--- src/rtl/alu_muldiv_seq_if.sv ---
// Command, result and external-ALU signal bundle for the iterative mul/div unit.
// slave = the mul/div unit itself; master = control unit plus the combinational ALU.
interface alu_muldiv_seq_if #(
  parameter int WIDTH = 32
);
  logic             start;
  logic             op;
  logic [WIDTH-1:0] in_a;
  logic [WIDTH-1:0] in_b;
  logic             busy;
  logic             done;
  logic             div_by_zero;
  logic [WIDTH-1:0] hi;
  logic [WIDTH-1:0] lo;
  logic [WIDTH-1:0] alu_a;
  logic [WIDTH-1:0] alu_b;
  logic [2:0]       alu_sel;
  logic [WIDTH-1:0] alu_out;
  logic             alu_zero;

  modport slave (
    input  start, op, in_a, in_b, alu_out, alu_zero,
    output busy, done, div_by_zero, hi, lo, alu_a, alu_b, alu_sel
  );

  modport master (
    output start, op, in_a, in_b, alu_out, alu_zero,
    input  busy, done, div_by_zero, hi, lo, alu_a, alu_b, alu_sel
  );
endinterface

--- src/rtl/alu_muldiv_seq.sv ---
// Iterative 32-bit unsigned multiply/divide producing hi/lo, one external ALU
// add/sub per cycle; carry and borrow are rebuilt locally from operand/result MSBs.
module alu_muldiv_seq #(
  parameter int WIDTH = 32,
  parameter int ITER  = 32
) (
  input  logic              clk,
  input  logic              rst,
  alu_muldiv_seq_if.slave   bus
);

  localparam int              CW      = $clog2(ITER);
  localparam logic [CW-1:0]   LAST    = CW'(ITER - 1);
  localparam logic [2:0]      SEL_ADD = 3'b100;
  localparam logic [2:0]      SEL_SUB = 3'b101;

  typedef enum logic [1:0] {IDLE, RUN, DONE} state_t;

  state_t           state;
  logic [CW-1:0]    count;
  logic             is_div;
  logic [WIDTH-1:0] operand;   // multiplicand or divisor, fixed for the whole operation
  logic [WIDTH-1:0] hi_r;
  logic [WIDTH-1:0] lo_r;
  logic             busy_r;
  logic             done_r;
  logic             dbz_r;

  logic [WIDTH-1:0] rs;
  logic [WIDTH-1:0] a_c;
  logic [WIDTH-1:0] b_c;
  logic [2:0]       sel_c;
  logic             a31;
  logic             b31;
  logic             o31;
  logic             carry;
  logic             ge;

  assign rs = {hi_r[WIDTH-2:0], lo_r[WIDTH-1]};

  always_comb begin
    a_c   = '0;
    b_c   = '0;
    sel_c = SEL_ADD;
    if (state == RUN) begin
      if (is_div) begin
        a_c   = rs;
        b_c   = operand;
        sel_c = SEL_SUB;
      end else begin
        a_c   = hi_r;
        b_c   = lo_r[0] ? operand : '0;
        sel_c = SEL_ADD;
      end
    end
  end

  // The ALU exposes no flags: carry-out of a+b and no-borrow of a-b come from MSBs.
  assign a31   = a_c[WIDTH-1];
  assign b31   = b_c[WIDTH-1];
  assign o31   = bus.alu_out[WIDTH-1];
  assign carry = (a31 & b31) | ((a31 | b31) & ~o31);
  assign ge    = hi_r[WIDTH-1] | (a31 & ~b31) | (~(a31 ^ b31) & ~o31);

  always_ff @(posedge clk or posedge rst) begin
    if (rst) begin
      state   <= IDLE;
      count   <= '0;
      is_div  <= 1'b0;
      operand <= '0;
      hi_r    <= '0;
      lo_r    <= '0;
      busy_r  <= 1'b0;
      done_r  <= 1'b0;
      dbz_r   <= 1'b0;
    end else begin
      case (state)
        IDLE: begin
          done_r <= 1'b0;
          if (bus.start) begin
            state   <= RUN;
            busy_r  <= 1'b1;
            is_div  <= bus.op;
            operand <= bus.op ? bus.in_b : bus.in_a;
            hi_r    <= '0;
            lo_r    <= bus.op ? bus.in_a : bus.in_b;
            count   <= '0;
            dbz_r   <= bus.op & (bus.in_b == '0);
          end
        end
        RUN: begin
          if (is_div) begin
            if (ge) begin
              hi_r <= bus.alu_out;
              lo_r <= {lo_r[WIDTH-2:0], 1'b1};
            end else begin
              hi_r <= rs;
              lo_r <= {lo_r[WIDTH-2:0], 1'b0};
            end
          end else begin
            hi_r <= {carry, bus.alu_out[WIDTH-1:1]};
            lo_r <= {bus.alu_out[0], lo_r[WIDTH-1:1]};
          end
          count <= count + CW'(1);
          if (count == LAST) begin
            state  <= DONE;
            busy_r <= 1'b0;
            done_r <= 1'b1;
          end
        end
        DONE: begin
          done_r <= 1'b0;
          state  <= IDLE;
        end
        default: begin
          state  <= IDLE;
          busy_r <= 1'b0;
          done_r <= 1'b0;
        end
      endcase
    end
  end

  assign bus.alu_a       = a_c;
  assign bus.alu_b       = b_c;
  assign bus.alu_sel     = sel_c;
  assign bus.hi          = hi_r;
  assign bus.lo          = lo_r;
  assign bus.busy        = busy_r;
  assign bus.done        = done_r;
  assign bus.div_by_zero = dbz_r;

endmodule

--- src/flat_wrapper.sv ---
// flat-port wrapper written by rule: the top's interface ports become plain ports
module alu_muldiv_seq_flat 
#(
  parameter int WIDTH = 32,
  parameter int ITER  = 32
)
  (clk, rst, bus_start, bus_op, bus_in_a, bus_in_b, bus_alu_out, bus_alu_zero, bus_busy, bus_done, bus_div_by_zero, bus_hi, bus_lo, bus_alu_a, bus_alu_b, bus_alu_sel);
  alu_muldiv_seq_if #(.WIDTH(WIDTH)) bus_i ();
  input  logic clk;
  input  logic rst;
  input wire logic [$bits(bus_i.start)-1:0] bus_start;
  input wire logic [$bits(bus_i.op)-1:0] bus_op;
  input wire logic [$bits(bus_i.in_a)-1:0] bus_in_a;
  input wire logic [$bits(bus_i.in_b)-1:0] bus_in_b;
  input wire logic [$bits(bus_i.alu_out)-1:0] bus_alu_out;
  input wire logic [$bits(bus_i.alu_zero)-1:0] bus_alu_zero;
  output wire logic [$bits(bus_i.busy)-1:0] bus_busy;
  output wire logic [$bits(bus_i.done)-1:0] bus_done;
  output wire logic [$bits(bus_i.div_by_zero)-1:0] bus_div_by_zero;
  output wire logic [$bits(bus_i.hi)-1:0] bus_hi;
  output wire logic [$bits(bus_i.lo)-1:0] bus_lo;
  output wire logic [$bits(bus_i.alu_a)-1:0] bus_alu_a;
  output wire logic [$bits(bus_i.alu_b)-1:0] bus_alu_b;
  output wire logic [$bits(bus_i.alu_sel)-1:0] bus_alu_sel;
  assign bus_i.start = bus_start;
  assign bus_i.op = bus_op;
  assign bus_i.in_a = bus_in_a;
  assign bus_i.in_b = bus_in_b;
  assign bus_i.alu_out = bus_alu_out;
  assign bus_i.alu_zero = bus_alu_zero;
  assign bus_busy = bus_i.busy;
  assign bus_done = bus_i.done;
  assign bus_div_by_zero = bus_i.div_by_zero;
  assign bus_hi = bus_i.hi;
  assign bus_lo = bus_i.lo;
  assign bus_alu_a = bus_i.alu_a;
  assign bus_alu_b = bus_i.alu_b;
  assign bus_alu_sel = bus_i.alu_sel;
  alu_muldiv_seq #(.WIDTH(WIDTH), .ITER(ITER)) u_core (.clk(clk), .rst(rst), .bus(bus_i));
endmodule
--- config.mk ---
export PLATFORM = sky130hd
export DESIGN_NAME = alu_muldiv_seq_flat
export DESIGN_NICKNAME = d
export VERILOG_FILES = /design/src/rtl/alu_muldiv_seq_if.sv /design/src/rtl/alu_muldiv_seq.sv /design/src/flat_wrapper.sv
export SDC_FILE = /design/constraint.sdc
export NUM_CORES = 1
export LEC_CHECK = 0
export CAP_MARGIN = 20
export CORE_UTILIZATION = 50
export DETAILED_ROUTE_END_ITERATION = 8
export GPL_ROUTABILITY_DRIVEN = 0
export PLACE_DENSITY = 0.87
export REMOVE_ABC_BUFFERS = 1
export SLEW_MARGIN = 20
export SYNTH_ARGS = -nofsm -noshare
export SYNTH_HDL_FRONTEND = slang
export SYNTH_SLANG_ARGS = --single-unit
--- constraint.sdc ---
create_clock -name clk -period 10.92 [get_ports clk]
set_clock_uncertainty 0.15 [all_clocks]
set_input_delay 2.184 -clock clk [delete_from_list [all_inputs] [get_ports clk]]
set_output_delay 2.184 -clock clk [all_outputs]
set_load 0.05 [all_outputs]
== After elaboration in Yosys (flattened, before gate mapping) ==
Index checks and enable logic that the tools add are counted.

* Register bits after elaboration: 107
* Bits in latches: 0
* Bits in writable memories: 0
* Memory bits (read-only): 0
* Bits of input ports: 101
* Logic and storage cells: 63
* Memories kept: 0

* Add/subtract/negate cells: 1
* Multipliers: 0
* Divide/modulo/power cells: 0
* Magnitude comparators: 0
* Equality and inequality tests: 5
* Shift operators: 0
* Muxes and demuxes: 27
* Bitwise logic cells: 14
* Reduce and logical (&&, ||, !) cells: 7

{| class="wikitable"
|+ Operators by type and width
! kind !! number
|-
| $mux W32 || 12
|-
| $pmux W32 S2 || 2
|-
| $logic_not A32 Y1 || 1
|-
| $pmux W5 S2 || 1
|-
| $mux W1 || 6
|-
| $reduce_and A2 Y1 || 3
|-
| $add A5 B1 Y5 const B || 1
|-
| $and A1 B1 Y1 || 5
|-
| $eq A5 B5 Y1 const B || 1
|-
| $mux W5 || 1
|-
| $mux W2 || 2
|-
| $ne A2 B2 Y1 const B || 2
|-
| $not A1 Y1 || 4
|-
| $or A1 B1 Y1 || 4
|-
| $pmux W2 S2 || 1
|-
| $mux W3 || 1
|-
| $pmux W1 S3 || 1
|-
| $reduce_and A3 Y1 || 1
|-
| $eq A2 B1 Y1 const B || 1
|-
| $eq A2 B2 Y1 const B || 1
|-
| $logic_not A2 Y1 || 1
|-
| $reduce_bool A2 Y1 || 1
|-
| $xor A1 B1 Y1 || 1
|}

== Logic depth before layout (Yosys ltp) ==
Gate-level depths: netlist of the first run.

* Depth after elaboration: 10
* Gate-level depth with buffers: 13
* Mapped depth without buffers: 8

== Worst setup path after synthesis of the first run ==
Ideal clock, no wire load.

* Path type: register to output
* Start: reg u_core.is_div
* End: out bus_alu_a[22]
* Data arrival time: 1745 ps
* Required time: 8586 ps
* Path slack: 6841 ps
* Cell stages (with the launch flop): 7
* Path buffers: 4
* Cell sequence: dfrtp_1 > buf_2 > buf_4 > buf_6 > buf_4 > mux2i_1 > nor2_1

* Longest elaborated chain between the ends: 2

{| class="wikitable"
|+ RTL lines
! item !! line !! RTL
|-
| start, declared || alu_muldiv_seq.sv:21 || <nowiki>logic is_div;</nowiki>
|-
| start signal, assigned || alu_muldiv_seq.sv:83 || <nowiki>is_div <= bus.op;</nowiki>
|-
| $mux W32 || alu_muldiv_seq.sv:46 || <nowiki>if (is_div) begin</nowiki>
|-
| $mux W32 || alu_muldiv_seq.sv:45 || <nowiki>if (state == RUN) begin</nowiki>
|-
| end, declared || flat_wrapper.sv:22 || <nowiki>output wire logic [$bits(bus_i.alu_a)-1:0] bus_alu_a;</nowiki>
|}

Every way passes these cells.

== Final worst setup path of the first run ==
* Start: reg u_core.is_div
* End: out bus_alu_b[31]

* Longest elaborated chain between the ends: 2

{| class="wikitable"
|+ RTL lines
! item !! line !! RTL
|-
| $mux W32 || alu_muldiv_seq.sv:46 ||
|-
| $mux W32 || alu_muldiv_seq.sv:45 ||
|-
| end, declared || flat_wrapper.sv:23 || <nowiki>output wire logic [$bits(bus_i.alu_b)-1:0] bus_alu_b;</nowiki>
|}

Every way passes these cells.

==> results.txt, run 1 <==
The area of the die came out at 0.0144 mm2. The number of buffers created by CTS came out at 9. The max-slew violation count came out at 0. The critical path arrival came out at 3.31 ns. The detailed-route wire length per cell came out at 17.4 um. The clock sink count came out at 107. The floorplan row count came out at 42. The dominant register cell in the synthesized netlist is sky130_fd_sc_hd__dfrtp_1. The cell count after synthesis came out at 782. The global-route usage over all layers came out at 27.4%. The routed wire length is 19.8 mm. The height of the die came out at 120 um. The number of distinct library cell variants in the gate-level netlist after synthesis came out at 38.

The buffer cell driving the clock tree root is sky130_fd_sc_hd__clkbuf_16. The startpoint of the worst register-to-register path is u_core.is_div. The placed instance area came out at 0.00908 mm2. The data required time at the worst endpoint is 8.59 ns.

Compared with the post-synthesis result, the final layout area differs by 35.3%. The overall overflow remaining after global route came out at 0. The number of vias per cell is 5.75.

Sequential cells were found to cover 38.5% of the synthesized design area. STA classifies the critical path startpoint as a register. In this run the most critical hold path is launched from u_core.bus.done. The first detailed-routing pass took 5 iterations. The final instance area is 0.00940 mm2. The largest net degree at the start of global routing is 100. Yosys mapped a number of flops with a built-in enable equal to 0. For this configuration, the core starts out at a cell density of 51.8%. The number of hold buffers added after CTS was 0. The accumulated negative setup slack came out at 0 ns. The proportion of register bits with asynchronous set or reset after synthesis is 100%. The worst reg2reg path depth is 8. The count of nets left with antenna violations once routing finished came out at 0.

The via count of the first global-routing pass is 6,180. The flow ran to the end, and the final reports show no timing, DRC or antenna violations. For this design the top-level I/O count stands at 235. In this run the standard cell core region covers 0.0134 mm2.

In this run the mean area of a mapped cell was 8.88 um2. The sum of net half-perimeters after detailed placement came out at 13.3 mm. The worst setup path is of the reg2out kind.

The count of max-cap constraint violations came out at 0. The buffer depth of the longest clock path came out at 2. In the final design database the tool counted 1,064 nets.

Tracing the worst setup path back leads to its startpoint at u_core.is_div. Synthesis inferred 107 register bits. Counting the fill cells in the layout gives 1,004. The level count of the clock H-tree came out at 3. The post-synthesis instance area is 0.00695 mm2. Measured along the x axis, the die boundary spans 120 um. Setup violations remaining at the end of the flow were counted as 0. The worst-path maximum fanout is 57. STA classifies the critical path endpoint as an output pin. The global-route wire length before repair came out at 31.3 mm. The number of antenna violations at the first check in global routing came out at 0. The residual DRC count came out at 0.

The worst hold slack came out at 0.342 ns. The path class of the tightest hold or removal check is reg2reg. Setup repair after global routing left no endpoint under its margin. Of the cells placed in the final design, the portion with a size suffix greater than 1 is 7.27%. The count of antenna diodes in the layout came out at 0.

The port buffer count came out at 231. The DRC violation total after the first TritonRoute iteration is 491. The routed via count is 6,547. For the pin with the worst max-slew slack, the measured transition is 0.977 ns.

The number of buffers inserted by post-CTS setup repair is 0. The shortest clock period the worst path allows after layout came out at 5.65 ns. Yosys printed 0 warnings.

The hold path depth came out at 2. Static timing analysis puts the maximum clock frequency at 177 MHz. Once the clock tree was built, the resizer swapped 0 gates to a different size. TritonCTS built the clock tree. The number of hold violations in the final report is 0. In this run the tightest slew margin relative to its limit is 34.8%. Clock-pin slew was measured on the worst setup and hold paths at 0.07 ns. The ratio of final minimum period to clock period is 51.7%. Clock latency on the worst-skew pair, taken at its later pin, is 0.35 ns.
## cells in the final DEF, fill, tap and decap left out, types with 2 or more instances in the layout
master	synthesis	layout
sky130_fd_sc_hd__clkdlybuf4s50_1	0	230
sky130_fd_sc_hd__dfrtp_1	107	106
sky130_fd_sc_hd__nor2_1	106	105
sky130_fd_sc_hd__o21ai_0	97	97
sky130_fd_sc_hd__mux2i_1	95	95
sky130_fd_sc_hd__a21oi_1	65	65
sky130_fd_sc_hd__nand2_1	36	36
sky130_fd_sc_hd__mux2_2	34	34
sky130_fd_sc_hd__nand3_1	34	34
sky130_fd_sc_hd__and2_1	32	32
sky130_fd_sc_hd__a31oi_1	31	31
sky130_fd_sc_hd__a21o_1	31	31
sky130_fd_sc_hd__clkbuf_16	0	9
sky130_fd_sc_hd__buf_4	19	8
sky130_fd_sc_hd__nor4_1	6	6
sky130_fd_sc_hd__ha_1	5	5
sky130_fd_sc_hd__inv_1	4	3
sky130_fd_sc_hd__a22o_1	2	2
sky130_fd_sc_hd__nand4_1	2	2
sky130_fd_sc_hd__nand3b_1	2	2
sky130_fd_sc_hd__nor3_1	2	2
sky130_fd_sc_hd__conb_1	2	2
sky130_fd_sc_hd__clkbuf_8	0	2
## cell usage after synthesis, types with 6 or more instances
cell type | number | area [um2]
sky130_fd_sc_hd__dfrtp_1 | 107 | 2680
sky130_fd_sc_hd__nor2_1 | 106 | 398
sky130_fd_sc_hd__o21ai_0 | 97 | 485
sky130_fd_sc_hd__mux2i_1 | 95 | 951
sky130_fd_sc_hd__a21oi_1 | 65 | 325
sky130_fd_sc_hd__nand2_1 | 36 | 135
sky130_fd_sc_hd__mux2_2 | 34 | 383
sky130_fd_sc_hd__nand3_1 | 34 | 170
sky130_fd_sc_hd__and2_1 | 32 | 200
sky130_fd_sc_hd__a21o_1 | 31 | 233
sky130_fd_sc_hd__a31oi_1 | 31 | 194
sky130_fd_sc_hd__clkbuf_1 | 20 | 75.1
sky130_fd_sc_hd__buf_4 | 19 | 143
sky130_fd_sc_hd__buf_2 | 18 | 90.1
sky130_fd_sc_hd__buf_6 | 13 | 146
sky130_fd_sc_hd__nor4_1 | 6 | 37.5
## metrics by stage
| stage | utilization [%] | instances | setup WS [ns] |
|---|---|---|---|
| 4_1_cts | 70.1 | 1139 | 5.21 |
| 6_report | 70.1 | 1139 | 5.27 |
| 2_1_floorplan | - | 709 | 4.31 |
| 5_1_grt | 70.1 | 1139 | 5.03 |
| 3_5_place_dp | 67.8 | 1123 | 5.59 |
| 3_3_place_gp | 67.8 | 1123 | 5.66 |
## cell type report
cell class | instances | area (um2) | share of cell area (%)
clock inverters | 5 | 60.1 | 0.639
flip-flops and latches | 107 | 2680 | 28.5
inverters | 5 | 21.3 | 0.226
clock buffers | 11 | 253 | 2.69
well taps | 176 | 220 | 2.34
multi-input cells | 597 | 3800 | 40.4
repair buffers | 238 | 2360 | 25.1
## worst max-delay path, stage by stage, from the launching register on
cell and delay, ns:
sky130_fd_sc_hd__dfrtp_4 0.99, sky130_fd_sc_hd__nor2_1 0.18, sky130_fd_sc_hd__nor2_4 0.57, sky130_fd_sc_hd__nand2_1 0.23
sky130_fd_sc_hd__inv_1 0.14, sky130_fd_sc_hd__clkdlybuf4s50_1 0.85
## metal layers
| layer | share of wire, % | global-route usage [%] | up-vias |
|---|---|---|---|
| met2 | 48 | 46.1 | 283 |
| met1 | 43 | 35.5 | 3125 |
| li1 | - | - | 3115 |
| met4 | 1.7 | 8.91 | 0 |
| met5 | 0 | 0 | - |
| met3 | 7.5 | 5.04 | 24 |
## final timing paths
kind                                endpoint  slack [ns]
max                            bus_alu_b[31]        5.27
min                          u_core.bus.done        0.34
max reg2reg                u_core.bus.hi[11]        7.18
min reg2reg                  u_core.bus.done        0.34
max in group asynchronous      u_core.is_div        7.15
min in group asynchronous    u_core.bus.done        2.08
## registers in the layout, indices dropped and copies added, names as in the netlist
| name | cells |
|---|---|
| u_core.bus.hi | 32 |
| u_core.bus.lo | 32 |
| u_core.operand | 32 |
| u_core.count | 5 |
| u_core.state | 2 |
| u_core.bus.busy | 1 |
| u_core.bus.div_by_zero | 1 |
| u_core.bus.done | 1 |
| u_core.is_div | 1 |
## cell families after synthesis
logic type | count (synthesis) | share of synthesized area (%)
AO/OA/AOI/OAI | 232 | 18.9
AND/OR/NAND/NOR | 229 | 15.4
multiplexers | 129 | 19.2
flip-flops | 107 | 38.5
buffers and inverters | 78 | 7.02
adder cells (fa/ha/maj) | 5 | 0.900
other | 2 | 0.108
Power of run 1 is not shown: default switching activity piles up to over one toggle a cycle in this logic, so the estimate is an artifact.
==> run 2: changes to the inputs <==
CORE_UTILIZATION = 47   (was 50)
PLACE_DENSITY = 0.82   (was 0.87)
clock period = 5.81 ns   (was 10.92 ns; I/O delays follow)
==> run 2 against run 1 <==
Global-route usage down 2.5 points. Worst hold slack better by 0.0073 ns. Routed wire length down 2.2%. Utilization down 4.9 points. Count of clock-buffer cells in the layout up 1. Flip-flop and latch count unchanged. Final area up 0.47%. Non-clock buffer count up 2. Critical path type unchanged. Critical endpoint is now bus_alu_a[31].
==> results.txt, run 2 (synthesis results as in run 1) <==
Outcome: finished clean (unchanged). The worst-case register-to-register setup slack came out at 2.35 ns (was 7.18 ns). The relative area change from synthesis to final layout is 35.9% (was 35.3%).

The first-pass iteration count of the detailed router is 5 (unchanged). The area of the die is 0.0153 mm2 (was 0.0144 mm2). The clock sink count is 107 (unchanged).

The critical path arrival is 2.91 ns (was 3.31 ns). The core outline area came out at 0.0145 mm2 (was 0.0134 mm2). The pin slew with the least headroom to its limit came to 1.02 ns (was 0.977 ns). RSZ-0062 raised after global routing: false (unchanged). In the finished design, the share of the clock period the worst path needs comes to 72.7%.

The level count of the clock H-tree came to 3 (unchanged). The largest net degree at the start of global routing is 109 (was 100). The type of origin of the critical path is a register (unchanged).

The max-slew violation count is 0 (unchanged). The initial standard-cell utilization of the core came out at 48.0% (was 51.8%). The final instance area came out at 0.00944 mm2 (was 0.00940 mm2).

The number of buffers created by CTS is 9 (unchanged). The height of the die is 124 um (was 120 um). The endpoint kind of the worst setup timing path is an output pin (unchanged).

The DRC violation total after the first TritonRoute iteration is 389 (was 491). The type of the worst setup path is reg2out (unchanged). The area used by multi-input combinational logic came out at 0.00380 mm2 (unchanged). The global-route wire length before repair is 29.7 mm (was 31.3 mm).

The global-route usage over all layers came to 24.8% (was 27.4%). The worst hold path class is reg2reg (unchanged). The clock slew at the register clock pins of the worst setup and hold paths came to 0.07 ns (about the same). The clock insertion delay at the later pin of the skew report is 0.34 ns (was 0.35 ns).

The buffer cell driving the clock tree root was sky130_fd_sc_hd__clkbuf_16 (unchanged). The post-layout instance count excluding filler cells was 1,150 (was 1,139). The die boundary width came out at 124 um (was 120 um). The buffer depth of the longest clock path was 2 (unchanged). The final setup violation count is 0 (unchanged). The highest clock rate came out at 237 MHz. The total area of sequential cells is 0.00268 mm2 (unchanged).

The number of vias per cell is 5.60 (was 5.75). The detailed-route wire length per cell was 16.8 um (was 17.4 um). The top-level port count came out at 235 (unchanged). The count of instances resized after the clock tree is built came out at 0 (unchanged). The relative slew slack is 31.7% (was 34.8%). The count of max-cap constraint violations came out at 0 (unchanged). The number of antenna violations at the first check in global routing is 1 (was 0). The worst-path maximum fanout came out at 108 (was 57). The overall overflow remaining after global route is 0 (unchanged). The fraction of layout instances using a drive strength above 1 is 7.46% (was 7.27%). The data required time at the worst endpoint came to 4.50 ns (was 8.59 ns).

The CTS tree is built (unchanged). The shortest clock period the worst path allows after layout came out at 4.22 ns. Most frequent cells in the layout: sky130_fd_sc_hd__clkdlybuf4s50_1 (230), sky130_fd_sc_hd__dfrtp_1 (106), sky130_fd_sc_hd__nor2_1 (105) (unchanged).

The floorplan row count came out at 44 (was 42). The number of buffers inserted by post-CTS setup repair is 0 (unchanged). The number of nets in the layout came out at 1,066 (was 1,064). The most common cell after layout, fill and taps aside is sky130_fd_sc_hd__clkdlybuf4s50_1 (unchanged). The sum of net half-perimeters after detailed placement came out at 13.1 mm (was 13.3 mm). The residual DRC count came out at 0 (unchanged). The number of buffers inserted by hold repair at cts came to 0 (unchanged). The number of hold violations in the final report came out at 0 (unchanged). The count of fill cells added during filler insertion is 1,208 (was 1,004).

The number of cells after detailed placement is 1,133 (was 1,123). The via count of the first global-routing pass is 5,826 (was 6,180). The routed via count came to 6,445 (was 6,547). The port buffer count came out at 231 (unchanged). The remaining antenna violation count is 0 (unchanged). The routed wire length is 19.3 mm (was 19.8 mm). The placed instance area is 0.00912 mm2 (was 0.00908 mm2).
run 2: cell count changes in the layout (fill, tap and decap cells not counted):
| cell | delta |
|---|---|
| sky130_fd_sc_hd__clkinv_2 | +1 |
| sky130_fd_sc_hd__buf_4 | +1 |
| sky130_fd_sc_hd__buf_12 | +1 |
| sky130_fd_sc_hd__inv_4 | -1 |
| sky130_fd_sc_hd__clkinv_4 | -1 |
| sky130_fd_sc_hd__clkbuf_8 | +1 |
| sky130_fd_sc_hd__diode_2 | +1 |
run 2: final timing paths:
check                                     to             from  cells after the start
setup / recovery               bus_alu_a[31]    u_core.is_div                      5
max in group asynchronous  u_core.bus.lo[12]              rst                      3
hold / removal               u_core.count[3]  u_core.count[3]                      1
min in group asynchronous    u_core.bus.busy              rst                      2
setup reg to reg           u_core.bus.hi[22]    u_core.is_div                      9
hold reg to reg              u_core.count[3]  u_core.count[3]                      1
run 2: area by class of cell:
class	instances	area share, %
Clock inverter	4	0.504
Clock buffer	12	2.82
Antenna cell	1	0.0265
Timing Repair Buffer	240	25.3
Inverter	5	0.252
Sequential cell	107	28.4
Tap cell	184	2.44
Multi-Input combinational cell	597	40.2
run 2: routing by layer:
metal / up-vias / routed length (um) / track usage, %
li1: 3125 / - / -
met1: 3057 / 8300 / 32.8
met2: 249 / 9140 / 41.1
met3: 14 / 1740 / 5.91
met4: 0 / 151 / 5.72
met5: - / 0 / 0
run 2: through the flow:
step | utilization, % | setup TNS [ns] | setup slack [ns] | hold WS [ns]
after floorplan | - | -1.96 | -0.262 | 0.300
after global placement | 63.0 | 0 | 1.93 | 0.322
after detailed placement | 63.0 | 0 | 1.86 | 0.335
after CTS | 65.2 | 0 | 1.48 | 0.357
after global routing | 65.2 | 0 | 1.38 | 0.376
final | 65.2 | 0 | 1.59 | 0.350
run 2: critical path, stage by stage, from the launching register on:
cell                              delay, ns
sky130_fd_sc_hd__dfrtp_4               0.72
sky130_fd_sc_hd__buf_12                0.45
sky130_fd_sc_hd__mux2_2                0.25
sky130_fd_sc_hd__nand2_1               0.07
sky130_fd_sc_hd__inv_1                 0.15
sky130_fd_sc_hd__clkdlybuf4s50_1       0.84
Power of run 2 is left out for the same reason.
